**src/rtl/fpu_retire_pkg.sv**
```systemverilog
// fpu_retire shared types: queue entry, input packet, write-port bundle.
// Flag bit positions follow the {NV,DZ,OF,UF,NX} fflags layout.
package fpu_retire_pkg;

    localparam int FLAG_NX = 0;
    localparam int FLAG_UF = 1;
    localparam int FLAG_OF = 2;
    localparam int FLAG_DZ = 3;
    localparam int FLAG_NV = 4;

    typedef struct packed {
        logic        fwren;
        logic        wren;
        logic [4:0]  waddr;
        logic [31:0] wdata;
        logic        fpuf;
        logic [4:0]  fflags;
    } fp_retire_entry_type;

    typedef struct packed {
        logic                valid;
        fp_retire_entry_type ent;
    } fp_retire_in_type;

    typedef struct packed {
        logic        fp_wren;
        logic [4:0]  fp_waddr;
        logic [31:0] fp_wdata;
        logic        int_wren;
        logic [4:0]  int_waddr;
        logic [31:0] int_wdata;
    } fp_retire_out_type;

    function automatic fp_retire_entry_type init_fp_retire_entry();
        return '0;
    endfunction

endpackage

```
**src/rtl/fpu_retire_if.sv**
```systemverilog
// Execute-to-retire result handshake (valid/ready plus result payload).
interface fpu_retire_if;

    logic        in_valid;
    logic        in_ready;
    logic        in_fwren;
    logic        in_wren;
    logic [4:0]  in_waddr;
    logic [31:0] in_wdata;
    logic        in_fpuf;
    logic [4:0]  in_fflags;

    modport master (
        output in_valid,
        output in_fwren,
        output in_wren,
        output in_waddr,
        output in_wdata,
        output in_fpuf,
        output in_fflags,
        input  in_ready
    );

    modport slave (
        input  in_valid,
        input  in_fwren,
        input  in_wren,
        input  in_waddr,
        input  in_wdata,
        input  in_fpuf,
        input  in_fflags,
        output in_ready
    );

endinterface

```
**src/rtl/fpu_retire_fwd.sv**
```systemverilog
// Youngest-match search over the retire queue for FP result forwarding.
module fpu_retire_fwd #(
    parameter int DEPTH = 4
) (
    input  logic [DEPTH-1:0]         cand,
    input  logic [4:0]               addr [DEPTH],
    input  logic [31:0]              data [DEPTH],
    input  logic [$clog2(DEPTH)-1:0] wr_ptr,
    input  logic [4:0]               raddr,
    output logic                     hit,
    output logic [31:0]              rdata
);

    localparam int AW = $clog2(DEPTH);

    logic [AW-1:0] idx;

    // Walk back from the newest slot so the first match is the youngest.
    always_comb begin
        hit   = 1'b0;
        rdata = '0;
        idx   = '0;
        for (int k = 1; k <= DEPTH; k++) begin
            idx = wr_ptr - AW'(k);
            if (!hit && cand[idx] && addr[idx] == raddr) begin
                hit   = 1'b1;
                rdata = data[idx];
            end
        end
    end

endmodule

```
**src/rtl/fpu_retire.sv**
```systemverilog
// FPU retire buffer: queues results, drains one per cycle, accrues fflags.
// Optional same-cycle bypass when empty: define FPU_RETIRE_BYPASS_EN.
module fpu_retire
    import fpu_retire_pkg::*;
#(
    parameter int DEPTH = 4
) (
    input  logic        clock,
    input  logic        reset,
    fpu_retire_if.slave in_if,
    input  logic        wb_stall,
    input  logic        flush,
    input  logic        flags_clr,
    output logic        fp_wren,
    output logic [4:0]  fp_waddr,
    output logic [31:0] fp_wdata,
    output logic        int_wren,
    output logic [4:0]  int_waddr,
    output logic [31:0] int_wdata,
    output logic [4:0]  fflags_acc,
    input  logic [4:0]  fwd_raddr,
    output logic        fwd_hit,
    output logic [31:0] fwd_data,
    output logic        empty
);

    localparam int AW = $clog2(DEPTH);
    localparam int CW = AW + 1;

    fp_retire_entry_type mem [DEPTH];
    logic [DEPTH-1:0]    vld;
    logic [AW-1:0]       wr_ptr;
    logic [AW-1:0]       rd_ptr;
    logic [CW-1:0]       count;

    fp_retire_in_type    in_pkt;
    fp_retire_entry_type head;
    fp_retire_entry_type src;
    fp_retire_out_type   wb;

    logic full;
    logic push;
    logic pop;
    logic byp;
    logic go;

    always_comb begin
        in_pkt.valid      = in_if.in_valid;
        in_pkt.ent.fwren  = in_if.in_fwren;
        in_pkt.ent.wren   = in_if.in_wren;
        in_pkt.ent.waddr  = in_if.in_waddr;
        in_pkt.ent.wdata  = in_if.in_wdata;
        in_pkt.ent.fpuf   = in_if.in_fpuf;
        in_pkt.ent.fflags = in_if.in_fflags;
    end

    assign full           = (count == CW'(DEPTH));
    assign empty          = (count == '0);
    assign in_if.in_ready = !full;
    assign head           = mem[rd_ptr];
    assign pop            = !empty && !wb_stall;

`ifdef FPU_RETIRE_BYPASS_EN
    assign byp = empty && !wb_stall && !flush && in_pkt.valid;
`else
    assign byp = 1'b0;
`endif

    assign push = in_pkt.valid && !full && !flush && !byp;
    assign go   = pop || byp;

    always_comb begin
        src = init_fp_retire_entry();
        if (byp) src = in_pkt.ent;
        else     src = head;
    end

    always_comb begin
        wb.fp_wren   = go && src.fwren;
        wb.fp_waddr  = src.waddr;
        wb.fp_wdata  = src.wdata;
        wb.int_wren  = go && src.wren;
        wb.int_waddr = src.waddr;
        wb.int_wdata = src.wdata;
    end

    assign fp_wren   = wb.fp_wren;
    assign fp_waddr  = wb.fp_waddr;
    assign fp_wdata  = wb.fp_wdata;
    assign int_wren  = wb.int_wren;
    assign int_waddr = wb.int_waddr;
    assign int_wdata = wb.int_wdata;

    always_ff @(posedge clock) begin
        if (push) mem[wr_ptr] <= in_pkt.ent;
    end

    always_ff @(posedge clock or posedge reset) begin
        if (reset) begin
            wr_ptr <= '0;
            rd_ptr <= '0;
            count  <= '0;
            vld    <= '0;
        end else if (flush) begin
            wr_ptr <= '0;
            rd_ptr <= '0;
            count  <= '0;
            vld    <= '0;
        end else begin
            if (push) begin
                vld[wr_ptr] <= 1'b1;
                wr_ptr      <= wr_ptr + 1'b1;
            end
            if (pop) begin
                vld[rd_ptr] <= 1'b0;
                rd_ptr      <= rd_ptr + 1'b1;
            end
            count <= count + CW'(push) - CW'(pop);
        end
    end

    // A CSR clear still keeps the flags of the op retiring alongside it.
    always_ff @(posedge clock or posedge reset) begin
        if (reset) begin
            fflags_acc <= '0;
        end else if (flags_clr) begin
            fflags_acc <= (go && src.fpuf) ? src.fflags : 5'b0;
        end else if (go && src.fpuf) begin
            fflags_acc <= fflags_acc | src.fflags;
        end
    end

    logic [DEPTH-1:0] cand;
    logic [4:0]       q_addr [DEPTH];
    logic [31:0]      q_data [DEPTH];
    logic             q_hit;
    logic [31:0]      q_rdata;

    always_comb begin
        for (int i = 0; i < DEPTH; i++) begin
            cand[i]   = vld[i] && mem[i].fwren;
            q_addr[i] = mem[i].waddr;
            q_data[i] = mem[i].wdata;
        end
    end

    fpu_retire_fwd #(
        .DEPTH (DEPTH)
    ) u_fwd (
        .cand   (cand),
        .addr   (q_addr),
        .data   (q_data),
        .wr_ptr (wr_ptr),
        .raddr  (fwd_raddr),
        .hit    (q_hit),
        .rdata  (q_rdata)
    );

`ifdef FPU_RETIRE_BYPASS_EN
    always_comb begin
        fwd_hit  = q_hit;
        fwd_data = q_rdata;
        if (byp && in_pkt.ent.fwren && in_pkt.ent.waddr == fwd_raddr) begin
            fwd_hit  = 1'b1;
            fwd_data = in_pkt.ent.wdata;
        end
    end
`else
    assign fwd_hit  = q_hit;
    assign fwd_data = q_rdata;
`endif

endmodule
```
**src/flat_wrapper.sv**
```systemverilog
// flat-port wrapper written by rule: the top's interface ports become plain ports
module fpu_retire_flat import fpu_retire_pkg::*;
#(
    parameter int DEPTH = 4
)
  (clock, reset, wb_stall, flush, flags_clr, fp_wren, fp_waddr, fp_wdata, int_wren, int_waddr, int_wdata, fflags_acc, fwd_raddr, fwd_hit, fwd_data, empty, in_if_in_valid, in_if_in_fwren, in_if_in_wren, in_if_in_waddr, in_if_in_wdata, in_if_in_fpuf, in_if_in_fflags, in_if_in_ready);
  fpu_retire_if in_if_i ();
  input  logic clock;
  input  logic reset;
  input  logic wb_stall;
  input  logic flush;
  input  logic flags_clr;
  output logic fp_wren;
  output logic [4:0] fp_waddr;
  output logic [31:0] fp_wdata;
  output logic int_wren;
  output logic [4:0] int_waddr;
  output logic [31:0] int_wdata;
  output logic [4:0] fflags_acc;
  input  logic [4:0] fwd_raddr;
  output logic fwd_hit;
  output logic [31:0] fwd_data;
  output logic empty;
  input wire logic [$bits(in_if_i.in_valid)-1:0] in_if_in_valid;
  input wire logic [$bits(in_if_i.in_fwren)-1:0] in_if_in_fwren;
  input wire logic [$bits(in_if_i.in_wren)-1:0] in_if_in_wren;
  input wire logic [$bits(in_if_i.in_waddr)-1:0] in_if_in_waddr;
  input wire logic [$bits(in_if_i.in_wdata)-1:0] in_if_in_wdata;
  input wire logic [$bits(in_if_i.in_fpuf)-1:0] in_if_in_fpuf;
  input wire logic [$bits(in_if_i.in_fflags)-1:0] in_if_in_fflags;
  output wire logic [$bits(in_if_i.in_ready)-1:0] in_if_in_ready;
  assign in_if_i.in_valid = in_if_in_valid;
  assign in_if_i.in_fwren = in_if_in_fwren;
  assign in_if_i.in_wren = in_if_in_wren;
  assign in_if_i.in_waddr = in_if_in_waddr;
  assign in_if_i.in_wdata = in_if_in_wdata;
  assign in_if_i.in_fpuf = in_if_in_fpuf;
  assign in_if_i.in_fflags = in_if_in_fflags;
  assign in_if_in_ready = in_if_i.in_ready;
  fpu_retire #(.DEPTH(DEPTH)) u_core (.clock(clock), .reset(reset), .in_if(in_if_i), .wb_stall(wb_stall), .flush(flush), .flags_clr(flags_clr), .fp_wren(fp_wren), .fp_waddr(fp_waddr), .fp_wdata(fp_wdata), .int_wren(int_wren), .int_waddr(int_waddr), .int_wdata(int_wdata), .fflags_acc(fflags_acc), .fwd_raddr(fwd_raddr), .fwd_hit(fwd_hit), .fwd_data(fwd_data), .empty(empty));
endmodule
```
**config.mk**
```make
export PLATFORM = sky130hd
export DESIGN_NAME = fpu_retire_flat
export DESIGN_NICKNAME = d
export VERILOG_FILES = /design/src/rtl/fpu_retire_pkg.sv /design/src/rtl/fpu_retire_if.sv /design/src/rtl/fpu_retire_fwd.sv /design/src/rtl/fpu_retire.sv /design/src/flat_wrapper.sv
export SDC_FILE = /design/constraint.sdc
export NUM_CORES = 1
export LEC_CHECK = 0
export ABC_CLOCK_PERIOD_IN_PS = 5200
export BUFFER_PORTS_ARGS = -buffer_cell sky130_fd_sc_hd__buf_2
export CAP_MARGIN = 20
export CORE_ASPECT_RATIO = 0.8
export CORE_MARGIN = 3
export CORE_UTILIZATION = 63
export CTS_BUF_LIST = sky130_fd_sc_hd__clkbuf_8 sky130_fd_sc_hd__clkbuf_16
export DETAILED_ROUTE_END_ITERATION = 10
export PLACE_DENSITY = 0.86
export SYNTH_ARGS = -nofsm -noshare
export SYNTH_HDL_FRONTEND = slang
export SYNTH_SLANG_ARGS = --single-unit
```
**constraint.sdc**
```tcl
create_clock -name clock -period 5.2 [get_ports clock]
set_input_delay 0.78 -clock clock [delete_from_list [all_inputs] [get_ports clock]]
set_output_delay 0.78 -clock clock [all_outputs]
set_load 0.05 [all_outputs]
```
-- Yosys cells after proc, flatten, opt, wreduce, memory -nomap -nowiden
Memories as Yosys holds them, arrays and structs flattened.
Cells that the tools add are included.
- register bits: 16
- memory bits (writable): 180
- input bits: 56
- output and inout bits: 116
- memories: 1
- add/subtract/negate cells: 7
- order comparisons: 11
- equal/unequal tests: 5
- multiplexer cells: 58
- bitwise gates (word level): 8
- reduce and logical (&&, ||, !) cells: 30
- memory list (memory ; depth ; width ; read ports ; clocked after Yosys merged registers in ; wr ports ; RTL line ; source):
    u_core.mem ; 4 ; 45 ; 5 ; 0 ; 1 ; fpu_retire.sv:30 ; fp_retire_entry_type mem [DEPTH];
- operator list (cell ; count):
    $mux W32 ; 12
    $bmux W32 S2 ; 4
    $mux W5 ; 11
    $bmux W5 S2 ; 4
    $eq A5 B5 Y1 ; 4
    $logic_and A1 B1 Y1 ; 19
    $mux W4 ; 4
    $lt A2 B3 Y1 const B ; 5
    $ge A3 B3 Y1 const B ; 4
    $mux W1 ; 12
    $not A2 Y3 ; 4
    $bmux W1 S2 ; 4
    $mux W2 ; 4
    $logic_not A1 Y1 ; 7
    $reduce_bool A2 Y1 ; 3
    $or A5 B5 Y5 ; 1
    $add A2 B1 Y2 const B ; 2
    $and A4 B4 Y4 ; 1
    $demux W1 S2 ; 2
    $ge A2 B1 Y1 const B ; 2
    $not A4 Y4 ; 1
    $or A4 B4 Y4 ; 1
    $sub A2 B2 Y2 const B ; 2
    $add A3 B1 Y3 ; 1
    5 further kinds ; 5

-- Longest topological paths before layout
- word-level depth: 20
- gate-level depth with buffers: 15
- mapped depth without buffers: 8

-- Modules after synthesis
A second synthesis with hierarchy kept.
- cell total of the unflattened synthesis: 1108
- area, all modules: 13113.8 um^2
- modules (own cells, without submodules) (module ; times used ; cells an instance ; area each (um^2) ; sequential area each (um^2)):
    fpu_retire ; 1 ; 368 ; 7696.1 ; 5805.6
    fpu_retire_fwd ; 1 ; 740 ; 5417.7 ; 0.0

-- Worst setup path after synthesis
No wires, ideal clock.
- path type: register -> output
- start: register u_core.wr_ptr[0]
- end: output fwd_data[0]
- data arrival time: 3.554 ns
- data required time: 4.420 ns
- setup slack: 0.866 ns
- stages on the path, launching flop included: 15
- path buffers: 6
- path through: dfrtp_1 -> buf_6 -> buf_12 -> inv_2 -> ha_1 -> buf_2 -> buf_2 -> mux4_2 -> xnor2_1 -> o211ai_1 -> or2_1 -> buf_6 -> clkbuf_1 -> o211a_1 -> o22ai_1
- cells in the longest elaborated chain, start to end: 20
- elaborated cells on any way between the ends: 60
- RTL lines (item ; RTL line ; source):
    start, declared ; fpu_retire.sv:32 ; logic [AW-1:0] wr_ptr;
    start signal, assigned ; fpu_retire.sv:112 ; wr_ptr <= wr_ptr + 1'b1;
    $sub A2 B1 Y2 ; fpu_retire_fwd.sv:24 ; idx = wr_ptr - AW'(k);
    $not A2 Y3 (implied by the code) ; fpu_retire_fwd.sv:25, fpu_retire_fwd.sv:27 ;
    $bmux W5 S2 ; fpu_retire_fwd.sv:25 ; if (!hit && cand[idx] && addr[idx] == raddr) begin
    $mux W5 (implied by the code) (2 in a row) ; fpu_retire_fwd.sv:25 ;
    $eq A5 B5 Y1 ; fpu_retire_fwd.sv:25 ;
    $logic_and A1 B1 Y1 ; fpu_retire_fwd.sv:25 ;
    $mux W1 ; fpu_retire_fwd.sv:25 ;
    $logic_not A1 Y1 ; fpu_retire_fwd.sv:25 ;
    $logic_and A1 B1 Y1 (2 in a row) ; fpu_retire_fwd.sv:25 ;
    $mux W1 ; fpu_retire_fwd.sv:25 ;
    $logic_not A1 Y1 ; fpu_retire_fwd.sv:25 ;
    $logic_and A1 B1 Y1 (2 in a row) ; fpu_retire_fwd.sv:25 ;
    $mux W1 ; fpu_retire_fwd.sv:25 ;
    $logic_not A1 Y1 ; fpu_retire_fwd.sv:25 ;
    $logic_and A1 B1 Y1 (2 in a row) ; fpu_retire_fwd.sv:25 ;
    $mux W32 * ; fpu_retire_fwd.sv:25 ;
    end, declared ; flat_wrapper.sv:22 ; output logic [31:0] fwd_data;
Every way passes the cells marked *; elsewhere a longest branch is shown, timed or not. The select of a mux whose other input is x is not followed.

-- Worst setup path after layout
- start: register u_core.wr_ptr[0]
- end: output fwd_data[31]
The elaborated chain is that of the path after synthesis.

==> results by stage <==
Synthesis:
- The count of flip-flops with a built-in enable after synthesis is 180.
- After synthesis, the share of flip-flops with an asynchronous set or reset is 0.0816.
- Of the total synthesized cell area, the portion taken by XOR and XNOR cells is 0.0162.
- The leading area contributor after synthesis is sky130_fd_sc_hd__edfxtp_1.
- The compound-cell area share of the yosys netlist is 0.0828.
- The synthesized netlist occupies a cell area of roughly 0.013 sq mm.
- By area the synthesized netlist is led by sky130_fd_sc_hd__edfxtp_1 42%, sky130_fd_sc_hd__mux4_2 33%, sky130_fd_sc_hd__dfrtp_1 3.1%.
- After synthesis, the largest family of logic cells by area is multiplexers.
- Of the total synthesized cell area, the portion taken by full adders, half adders and majority gates is 0.0112.
- The gate count after technology mapping is 797.
- The simple logic cell fraction of the synthesized area is 0.0315.
- The mean area per synthesized cell is ~16 sq um.
- Counting every net in the synthesized netlist gives roughly 860.
- For this run, the leading register cell type out of synthesis is sky130_fd_sc_hd__edfxtp_1.
- During synthesis, Yosys emitted a total of 0 warnings.
- The portion of netlist area occupied by mux cells is 0.340.
- The portion of synthesized cell area occupied by the leading cell type is 0.416.
- The number of synthesized register bits is around 200.
- Of the synthesized area, sequential elements account for 0.447.
- The number of unique standard cell types used by synthesis is 46.

Pwr:
- The share of power burned in the clock network is 0.200.
- Total power for the finished layout comes to slightly below 7 mW.
- The internal power of the cells totals 3.89 mW.
- For this design the ratio of total power to cell area is 470 mW/mm^2.
- In this run the static leakage power is roughly 5.0 nW.
- Of the total power, combinational logic draws 0.494.
- The worst ir drop on vdd is between 0.4 and 0.5 mV.
- Of the total power, the share spent switching nets is 0.427.
- For this design the total switching power over the nets is 2.90 mW.
- The share of total power dissipated in sequential elements is 0.305.

Critical path:
- The required time of the critical path is around 4.4 ns.
- STA puts the critical path data arrival time at ~4.2 ns.
- The setup path with the least slack is of type reg2out.
- The startpoint identified for the worst register-to-register timing path is u_core.wr_ptr[0]$_DFFE_PP0P_.
- In this run the worst path has a maximum fanout of 37.
- The critical path launch point type is a flop.
- The critical path starts at u_core.wr_ptr[0]$_DFFE_PP0P_.
- The kind of end point of the critical path is an output port.

Timing:
- The minimum clock period is between 5 and 6 ns.
- The tightest slew margin relative to the limit is 0.321.
- The final critical-path setup slack is just under 0.2 ns.
- The hold violation count in the final report is 0.
- Setup violations remaining at the end of the flow were counted as 0.
- The worst-case clock skew is about 0.009 ns.
- Of the available clock period, the critical path in the final layout requires 0.962.
- The worst-margin pin slew is between 1 and 1.5 ns.
- The final max-slew violation count is 0.
- Derived from the worst setup path, the maximum achievable clock frequency is approximately 200 MHz.

GRT:
- The first global-routing pass estimated between 40000 and 50000 um of wire.
- For this run the aggregate overflow at the end of global routing stands at 0.
- Entering global routing, the biggest net connects roughly 140 pins.
- The via count of the first global-routing pass came to 8437.
- The number of antenna violations at the first check in global routing is 1.
- Across every metal layer, demand over resource in global routing totals 0.275.

Drt:
- The detailed-router iteration count before antenna repair is 5.
- Once detail routing completed, the nets flagged for antenna violations numbered 0.
- The violation count after the first detailed-routing iteration is around 1300.
- For this run, design rule violations remaining after detail routing come to 0.
- After detailed routing, the average wire length per cell comes to 26.6 um.
- In the routed layout, each cell is associated on average with a via count of between 7 and 8.
- The total number of vias is 8626.
- The routed design has roughly 31000 um of wire.

Placement:
- At the end of routability-driven placement, the weighted congestion stood at approximately 0.86.
- The sum of net half-perimeters after detailed placement is between 15000 and 20000 um.
- The total of buffers placed on input and output ports is around 170.
- The post-placement worst setup slack is 0.476 ns.

CTS:
- The clock net in this run drives a total of between 150 and 200 sinks.
- The maximum buffer depth of the clock tree is 2.
- The number of clock buffers inserted by TritonCTS is 17.
- The total number of H-tree levels is 4.
- After clock tree synthesis, the flow added hold-fix buffers numbering 0.
- After clock tree synthesis, the clock-pin slew on the worst setup and hold paths is 0.08 ns.
- TritonCTS built the clock tree.
- The tree is rooted in a sky130_fd_sc_hd__clkbuf_16.
- At the later pin of the worst-skew pair, clock insertion delay measures about 0.43 ns.

Job:
- The max-capacitance violation count is 0.

Floorplanning:
- The core region is 0.0200 sq mm.
- The row count is 46.
- The die area is about 0.022 sq mm.
- The initial utilization of the core area, before any placement, comes to 0.649.
- 172 I/O pins were placed.
- The die outline width is 167 um.
- The die span in y is 134 um.

Finish:
- The final antenna diode count is 0.
- In the final layout, the share of cells above drive strength 1 is 0.502.
- Measured on the finished design, the core utilization comes to 0.721.
- After the last flow step, the layout net total stands at around 970.
- The area growth from synthesis to layout is 11.1%.

Run status:
- The run finished with clean final reports.

Worst hold path:
- The path type of the worst min-delay path is in2async.
critical path, cell delays in order (launching register included):
cell                      delay, ns
sky130_fd_sc_hd__dfrtp_4       0.58
sky130_fd_sc_hd__inv_2         0.14
sky130_fd_sc_hd__ha_4          0.42
sky130_fd_sc_hd__buf_6         0.30
sky130_fd_sc_hd__mux4_2        0.36
sky130_fd_sc_hd__xnor2_1       0.19
sky130_fd_sc_hd__nand4_2       0.30
sky130_fd_sc_hd__or2_2         0.48
sky130_fd_sc_hd__buf_4         0.29
sky130_fd_sc_hd__o211a_1       0.17
sky130_fd_sc_hd__o22ai_1       0.21
sky130_fd_sc_hd__buf_2         0.32
through the flow:
step | instance area [sq um] | hold WS [ns] | std cells | TNS [ns]
final | 14400 | 0.447 | 1179 | 0
after detailed placement | 13800 | 0.482 | 1144 | 0
after global routing | 14400 | 0.484 | 1179 | -0.00256
after CTS | 14400 | 0.457 | 1176 | 0
after global placement | 13800 | 0.481 | 1144 | 0
after floorplan | 13000 | 0.464 | 797 | 0
cells in the mapped netlist (3+ instances only):
master                      count
sky130_fd_sc_hd__xor2_1         6
sky130_fd_sc_hd__buf_4         39
sky130_fd_sc_hd__ha_1          10
sky130_fd_sc_hd__o21a_1         4
sky130_fd_sc_hd__o22ai_2       23
sky130_fd_sc_hd__mux4_2       190
sky130_fd_sc_hd__dfrtp_1       16
sky130_fd_sc_hd__o21bai_1       5
sky130_fd_sc_hd__a21oi_1        5
sky130_fd_sc_hd__nand2_1        7
sky130_fd_sc_hd__clkbuf_1      27
sky130_fd_sc_hd__nor2_1        31
sky130_fd_sc_hd__a31oi_1        7
sky130_fd_sc_hd__buf_2         23
sky130_fd_sc_hd__o2111ai_1     31
sky130_fd_sc_hd__nand3_1       11
sky130_fd_sc_hd__edfxtp_1     180
sky130_fd_sc_hd__inv_1         67
sky130_fd_sc_hd__nor3_1         8
sky130_fd_sc_hd__and2_1         6
sky130_fd_sc_hd__nand4_1        3
sky130_fd_sc_hd__buf_1         11
sky130_fd_sc_hd__mux4_1         5
sky130_fd_sc_hd__buf_6          9
sky130_fd_sc_hd__a32o_1         5
sky130_fd_sc_hd__o211ai_1       3
sky130_fd_sc_hd__o211a_1       25
sky130_fd_sc_hd__xnor2_1       18
flip-flops by register name, summed over array words and instances (netlist names):
| register | cells |
|---|---|
| u_core.count | 3 |
| u_core.wr_ptr | 2 |
| u_core.rd_ptr | 2 |
| u_core.fflags_acc | 5 |
| u_core.mem | 180 |
| u_core.vld | 4 |
area by class of cell:
type / instances / area [sq um]
clock inverters: 15 / 186
repair buffers: 196 / 1140
fillers: 1267 / 5600
well taps: 264 / 330
multi-input cells: 423 / 6280
inverters: 68 / 255
flip-flops and latches: 196 / 5820
clock buffers: 17 / 425
timing repair:
action | 4_1_cts | 5_1_grt
gates cloned | 0 | 1
resized for setup | 1 | 1
setup endpoints to repair | 1 | 32
setup buffers | 0 | 1
final timing paths:
path	endpoint	slack, ns	cells after the start
worst min-delay path	u_core.fflags_acc[2]$_DFFE_PP0P_	0.45	2
worst max-delay path	fwd_data[31]	0.20	11
min in group clock	u_core.vld[3]$_DFF_PP0_	0.52	1
worst max register to register	u_core.mem[3][19]$_DFFE_PP_	2.23	5
worst min register to register	u_core.vld[3]$_DFF_PP0_	0.52	1
max in group asynchronous	u_core.rd_ptr[0]$_DFFE_PP0P_	4.25	2
routing by layer:
metal | track usage | share of wire | up-vias
met3 | 0.0550 | 0.11 | 65
met2 | 0.450 | 0.50 | 663
li1 | - | - | 3518
met1 | 0.381 | 0.36 | 4378
met5 | 0 | 0.00051 | -
met4 | 0.0925 | 0.022 | 2
kinds of logic after synthesis:
family          after synthesis
simple gates                 77
mux                         196
compound gates              115
flops                       196
xor+xnor                     24
buf+inv                     178
fa+ha+maj                    11
cells in the final DEF, fill, tap and decap left out, types with 5 or more instances in the layout:
master                        n
sky130_fd_sc_hd__nand2_1      7
sky130_fd_sc_hd__o22ai_2     23
sky130_fd_sc_hd__inv_1       67
sky130_fd_sc_hd__o21bai_1     5
sky130_fd_sc_hd__a32o_1       5
sky130_fd_sc_hd__o2111ai_1   31
sky130_fd_sc_hd__buf_4       21
sky130_fd_sc_hd__mux4_1       5
sky130_fd_sc_hd__a21oi_1      5
sky130_fd_sc_hd__edfxtp_1   180
sky130_fd_sc_hd__a31oi_1      7
sky130_fd_sc_hd__clkbuf_16   18
sky130_fd_sc_hd__buf_2      168
sky130_fd_sc_hd__nand3_1     11
sky130_fd_sc_hd__xor2_1       6
sky130_fd_sc_hd__mux4_2     190
sky130_fd_sc_hd__dfrtp_1     12
sky130_fd_sc_hd__ha_1         9
sky130_fd_sc_hd__nor2_1      31
sky130_fd_sc_hd__xnor2_1     18
sky130_fd_sc_hd__o211a_1     25
sky130_fd_sc_hd__nor3_1       8
power groups by stage:
stage / logic (mW) / clock network [mW] / registers [mW]
2_1_floorplan: 2.91 / 0 / 2.00
3_3_place_gp: 3.24 / 0 / 2.10
3_5_place_dp: 3.28 / 0 / 2.11
4_1_cts: 3.31 / 1.36 / 2.08
5_1_grt: 3.52 / 1.44 / 2.10
6_report: 3.36 / 1.36 / 2.07
Note: power is estimated with default switching activity, not from simulation.
